File: src/rtl/uart_tx_arbiter.sv
// Round-robin arbiter sharing one UART transmitter among NUM_REQ byte-stream requesters.
// Grant is held for a whole packet; a watchdog aborts frames whose completion never arrives.
module uart_tx_arbiter #(
  parameter int unsigned NUM_REQ        = 4,
  parameter int unsigned DATA_WIDTH     = 8,
  parameter int unsigned TIMEOUT_CYCLES = 1048576,
  parameter int unsigned TIMEOUT_WIDTH  = $clog2(TIMEOUT_CYCLES + 1)
) (
  input  logic                          axi_clk_i,
  input  logic                          axi_a_rst_n_i,
  input  logic [NUM_REQ-1:0]            req_valid_i,
  input  logic [NUM_REQ*DATA_WIDTH-1:0] req_data_i,
  input  logic [NUM_REQ-1:0]            req_last_i,
  output logic [NUM_REQ-1:0]            req_ready_o,
  output logic [NUM_REQ-1:0]            grant_o,
  output logic                          tx_enable_o,
  output logic [DATA_WIDTH-1:0]         tx_data_o,
  input  logic                          tx_complete_i,
  output logic                          busy_o,
  output logic                          timeout_o
);

  localparam int unsigned   PW      = (NUM_REQ > 1) ? $clog2(NUM_REQ) : 1;
  localparam int unsigned   CW      = (TIMEOUT_WIDTH > 0) ? TIMEOUT_WIDTH : 1;
  localparam logic [CW-1:0] C_LIMIT = (TIMEOUT_CYCLES == 0) ? '0 : CW'(TIMEOUT_CYCLES - 1);
  localparam logic [PW-1:0] C_LAST  = PW'(NUM_REQ - 1);

  typedef enum logic [2:0] {
    S_IDLE,
    S_GRANT,
    S_BUSY,
    S_GAP,
    S_HOLD
  } state_t;

  state_t                  r_state;
  state_t                  w_next;
  logic [PW-1:0]           r_ptr;
  logic [PW-1:0]           r_gidx;
  logic [NUM_REQ-1:0]      r_grant;
  logic                    r_tx_enable;
  logic [DATA_WIDTH-1:0]   r_tx_data;
  logic                    r_last_q;
  logic [CW-1:0]           r_cnt;
  logic                    r_tx_cmpl_q;
  logic                    r_timeout;

  logic [PW-1:0]           w_idx [NUM_REQ];
  logic                    w_found;
  logic [PW-1:0]           w_win;
  logic [NUM_REQ-1:0]      w_win_oh;
  logic                    w_sel_valid;
  logic                    w_sel_last;
  logic [DATA_WIDTH-1:0]   w_sel_data;
  logic                    w_cmpl;
  logic                    w_limit;

  // Search order starting at ptr and wrapping: ptr, ptr+1, ..., ptr-1.
  always_comb begin
    for (int unsigned i = 0; i < NUM_REQ; i++) begin
      w_idx[i] = PW'((32'(r_ptr) + i) % NUM_REQ);
    end
  end

  always_comb begin
    w_found  = 1'b0;
    w_win    = '0;
    w_win_oh = '0;
    for (int unsigned i = 0; i < NUM_REQ; i++) begin
      if (!w_found && req_valid_i[w_idx[i]]) begin
        w_found            = 1'b1;
        w_win              = w_idx[i];
        w_win_oh[w_idx[i]] = 1'b1;
      end
    end
  end

  assign w_sel_valid = req_valid_i[r_gidx];
  assign w_sel_last  = req_last_i[r_gidx];
  assign w_sel_data  = req_data_i[r_gidx*DATA_WIDTH +: DATA_WIDTH];

  // Rising-edge completion; a level already high on BUSY entry is not an edge.
  assign w_cmpl  = tx_complete_i & ~r_tx_cmpl_q & (r_state == S_BUSY);
  assign w_limit = (TIMEOUT_CYCLES != 0) && (r_cnt == C_LIMIT);

  always_ff @(posedge axi_clk_i or negedge axi_a_rst_n_i) begin
    if (!axi_a_rst_n_i) r_state <= S_IDLE;
    else                r_state <= w_next;
  end

  always_comb begin
    w_next = r_state;
    case (r_state)
      S_IDLE:  if (w_found) w_next = S_GRANT;
      S_GRANT: if (w_sel_valid) w_next = S_BUSY;
      S_BUSY:  if (w_cmpl || w_limit) w_next = S_GAP;
      S_GAP:   w_next = (r_timeout || r_last_q) ? S_IDLE : S_HOLD;
      S_HOLD:  if (w_sel_valid) w_next = S_GRANT;
      default: w_next = S_IDLE;
    endcase
  end

  always_ff @(posedge axi_clk_i or negedge axi_a_rst_n_i) begin
    if (!axi_a_rst_n_i) begin
      r_ptr       <= '0;
      r_gidx      <= '0;
      r_grant     <= '0;
      r_tx_enable <= 1'b0;
      r_tx_data   <= '0;
      r_last_q    <= 1'b0;
      r_cnt       <= '0;
      r_tx_cmpl_q <= 1'b0;
      r_timeout   <= 1'b0;
    end else begin
      r_tx_cmpl_q <= tx_complete_i;
      r_timeout   <= 1'b0;
      case (r_state)
        S_IDLE: begin
          if (w_found) begin
            r_gidx  <= w_win;
            r_grant <= w_win_oh;
          end
        end
        S_GRANT: begin
          if (w_sel_valid) begin
            r_tx_data   <= w_sel_data;
            r_last_q    <= w_sel_last;
            r_tx_enable <= 1'b1;
            r_cnt       <= '0;
          end
        end
        S_BUSY: begin
          // Completion takes priority over a watchdog expiry in the same cycle.
          if (w_cmpl) begin
            r_tx_enable <= 1'b0;
          end else if (w_limit) begin
            r_tx_enable <= 1'b0;
            r_timeout   <= 1'b1;
            r_grant     <= '0;
          end else if (TIMEOUT_CYCLES != 0) begin
            r_cnt <= r_cnt + 1'b1;
          end
        end
        S_GAP: begin
          if (r_timeout || r_last_q) begin
            r_grant <= '0;
            r_ptr   <= (r_gidx == C_LAST) ? '0 : r_gidx + 1'b1;
          end
        end
        default: ;
      endcase
    end
  end

  assign req_ready_o = (r_state == S_GRANT) ? (r_grant & req_valid_i) : '0;
  assign grant_o     = r_grant;
  assign tx_enable_o = r_tx_enable;
  assign tx_data_o   = r_tx_data;
  assign busy_o      = (r_state != S_IDLE);
  assign timeout_o   = r_timeout;

endmodule
File: config.mk
export PLATFORM = sky130hd
export DESIGN_NAME = uart_tx_arbiter
export DESIGN_NICKNAME = d
export VERILOG_FILES = /design/src/rtl/uart_tx_arbiter.sv
export SDC_FILE = /design/constraint.sdc
export NUM_CORES = 1
export LEC_CHECK = 0
export CORE_MARGIN = 1
export CORE_UTILIZATION = 25
export DETAILED_ROUTE_END_ITERATION = 8
export PLACE_DENSITY = 0.47
export SYNTH_ARGS = -nofsm -noshare
export SYNTH_HDL_FRONTEND = slang
export SYNTH_SLANG_ARGS = --single-unit
export TNS_END_PERCENT = 20
File: constraint.sdc
create_clock -name axi_clk_i -period 3.4 [get_ports axi_clk_i]
set_input_delay 0.34 -clock axi_clk_i [delete_from_list [all_inputs] [get_ports axi_clk_i]]
set_output_delay 0.34 -clock axi_clk_i [all_outputs]
set_load 0.05 [all_outputs]
==> impl_metrics.py <==
metrics = {
    "synthesis": {
        "seq_area_frac_synth_pct": 39.1,
        "netlist.area_leader.share_pct": 39.1,
        "synth_ff_type": "dfrtp_1",
        "synth.distinct_cells": 48,
        "ys_warn_count": 0,
        "synth-edff-count": 0,
        "syn_avg_cell_area_um2": 9.94,
        "async_reset_ff_share_pct": 100,
        "synth-xor-area-share_pct": 3.42,
        "synth_area_leaders": "dfrtp_1, mux4_2, nand2_1",
        "synth_cells": 283,
        "yosysTopAreaCell": "dfrtp_1",
        "synthMuxAreaShare_pct": 14.7,
        "synth_compound_area_share_pct": 13.3,
        "synth_fa_ha_area_share_pct": 4.00,
        "synthSimpleGateAreaFrac_pct": 22.5,
        "syn_area_um2": 2810,
        "syn-num-nets": 335,
        "ys_ff_latch": 44,
        "synth_top_family_by_area": "simple AND/OR/NAND/NOR gates",
        "synth_commonest_cells": "nand2_1, dfrtp_1, nor2_1, mux4_2, xnor2_1",
        "yosysMostFrequentCell": "nand2_1",
    },
    "clocking": {
        "clock-sinks": 44,
        "ctsResizeCount": 0,
        "cts-root-buf": "clkbuf_8",
        "holdBufCountCts": 0,
        "clkTransAtPathRegs_ns": 0.09,
        "htree_num_levels": 2,
        "clock_path_buffers": 2,
        "cts_buffers": 5,
        "clk_latency_ns": 0.30,
        "postCtsSetupBuffers": 0,
        "cts_tree": "done",
    },
    "detailed_routing": {
        "drc": 0,
        "wl_per_cell_um": 14.4,
        "antenna_left": 0,
        "first_pass_iters": 4,
        "totalWireLength_mm": 6.93,
        "viasPerCell": 4.93,
        "num_vias": 2373,
        "detail_route.iter0.violations": 110,
    },
    "critical_path": {
        "cp_data_arrival_time_ns": 2.54,
        "path_class": "reg -> out",
        "critPathMaxStageDelay_ns": 0.81,
        "crit_family": "simple AND/OR/NAND/NOR gates",
        "ff2ff_setup_slack_ns": 0.57,
        "cp-start-kind": "flip-flop",
        "required_ns": 3.06,
        "reg2reg_from": "r_ptr[0]$_DFFE_PN0P_",
        "critPathCaptureType": "output port",
        "slowest_stage": "clkdlybuf4s50_1",
        "critPathBufInv": 1,
        "cp_max_fo": 11,
        "r2r_end": "grant_o[1]$_DFFE_PN0P_",
        "reg2reg_depth": 7,
        "cp_cell_sequence": "nor3b_1 > and3_1 > clkdlybuf4s50_1",
    },
    "flow_run": {
        "maxCapViolCount": 0,
    },
    "final_layout": {
        "nFillCells": 1138,
        "layout-drive-gt1-share_pct": 10.6,
        "final_util_pct": 33.5,
        "antenna_cells": 0,
        "area_growth_pct": 29.6,
        "fin_cells": 481,
        "finalNetCount": 392,
    },
    "timing": {
        "finalHoldViolCount": 0,
        "fin_worst_skew_ns": 0.00576,
        "rsz0062_at_grt": "false",
        "fmax_mhz": 347,
        "finalSetupViolCount": 0,
        "period_needed_ns": 2.88,
        "max-slew-margin-rel_pct": 32.1,
        "finalCritPeriodShare_pct": 84.7,
        "tightest_slew_ns": 1.02,
        "final_max_slew_viol_count": 0,
        "tns_ns": 0,
    },
    "die": {
        "die_height_um": 108,
        "fp-row-count": 38,
        "core_area_um2": 10900,
        "die_w_um": 108,
        "die_area_um2": 11700,
        "ios": 62,
        "start_util_pct": 25.8,
    },
    "place": {
        "globalplace.congestion": 0.774,
        "place_hpwl_mm": 5.00,
        "dp.cells": 473,
        "port_buffers": 61,
    },
    "hold_path": {
        "hold_class": "in -> async",
    },
    "power_and_ir_drop": {
        "finalPower_uw": 2680,
        "p_leak_uw": 0.00147,
        "power_density_nw_per_um2": 734,
        "ir_drop_v": 0.000401,
    },
    "run_status": {
        "status": "complete, no violations",
    },
    "global_route": {
        "grt_overflow": 0,
        "grt_max_degree": 45,
        "grtUsageTotal_pct": 12.8,
        "antenna_found_initial": 0,
        "grt_pass1_wl_mm": 11.7,
        "grt_pass1_vias": 2340,
    },
}
## worst max path at each step
stage | startpoint | to | cells past startpoint
after floorplan | r_ptr[0]$_DFFE_PN0P_ | grant_o[0]$_DFFE_PN0P_ | 8
after global placement | r_ptr[0]$_DFFE_PN0P_ | grant_o[3]$_DFFE_PN0P_ | 7
after detailed placement | r_ptr[0]$_DFFE_PN0P_ | grant_o[3]$_DFFE_PN0P_ | 7
after CTS | r_state[1]$_DFFE_PN0P_ | req_ready_o[1] | 3
after global routing | r_state[1]$_DFFE_PN0P_ | req_ready_o[0] | 3
final | r_state[1]$_DFFE_PN0P_ | req_ready_o[0] | 3
## metrics by stage
stage          instance area, um^2  hold WS (ns)  setup WS, ns
2_1_floorplan                 2810        0.0444         0.960
3_3_place_gp                  3550         0.460         0.636
3_5_place_dp                  3550         0.462         0.567
4_1_cts                       3650         0.257         0.495
5_1_grt                       3650         0.304         0.320
6_report                      3650         0.208         0.520
## where the power goes
part	total (uW)	internal, uW	leakage, uW	switching [uW]
registers	813	648	0.000580	165
logic	1520	636	0.000845	885
clock network	343	146	0.0000404	197
total	2680	1430	0.00147	1250
## layer usage
layer / GRT usage, % / wire length, um / vias to the layer above
li1: - / - / 1157
met1: 17.2 / 3340 / 1141
met2: 20.6 / 3190 / 64
met3: 2.59 / 325 / 11
met4: 3.42 / 70 / 0
met5: 0 / 0 / -
## registers in the layout, summed over array words and instances, names as in the netlist
signal / cells
timeout_o: 1
r_ptr: 2
r_cnt: 21
r_gidx: 2
r_tx_cmpl_q: 1
r_state: 3
r_last_q: 1
grant_o: 4
tx_enable_o: 1
tx_data_o: 8
## area by class of cell
cell class                      instances  area, um^2  area share, %
Timing Repair Buffer                   64         628           17.2
Multi-Input combinational cell        220        1630           44.7
Tap cell                              140         175           4.80
Sequential cell                        44        1100           30.2
Inverter                                5        18.8          0.515
Clock buffer                            5        68.8           1.89
Clock inverter                          3        23.8          0.652
## cells by family after synthesis
kind of cell	Yosys count
flip-flops	44
AND/OR/NAND/NOR	125
AO/OA/AOI/OAI	52
adder cells (fa/ha/maj)	9
multiplexers	23
buffers and inverters	19
XOR/XNOR	11
## cell usage in the layout (no fill, tap or decap), types with 3 or more instances in the layout
cell / instances
mux2i_1: 5
nand2b_1: 7
a21oi_1: 8
buf_4: 3
nand2_1: 52
a211oi_1: 5
dfrtp_1: 44
inv_1: 5
nand3_1: 8
mux4_2: 13
clkdlybuf4s50_1: 60
a2111oi_0: 5
o2bb2ai_1: 4
a22oi_1: 5
a221o_1: 4
o21ai_0: 4
nor2_1: 20
and3_1: 9
ha_1: 9
xnor2_1: 11
nor2b_1: 6
o21ai_1: 6
clkbuf_8: 5
nand4_1: 8
and4_1: 3
mux2_2: 4
(Power assumes the default switching activity.)
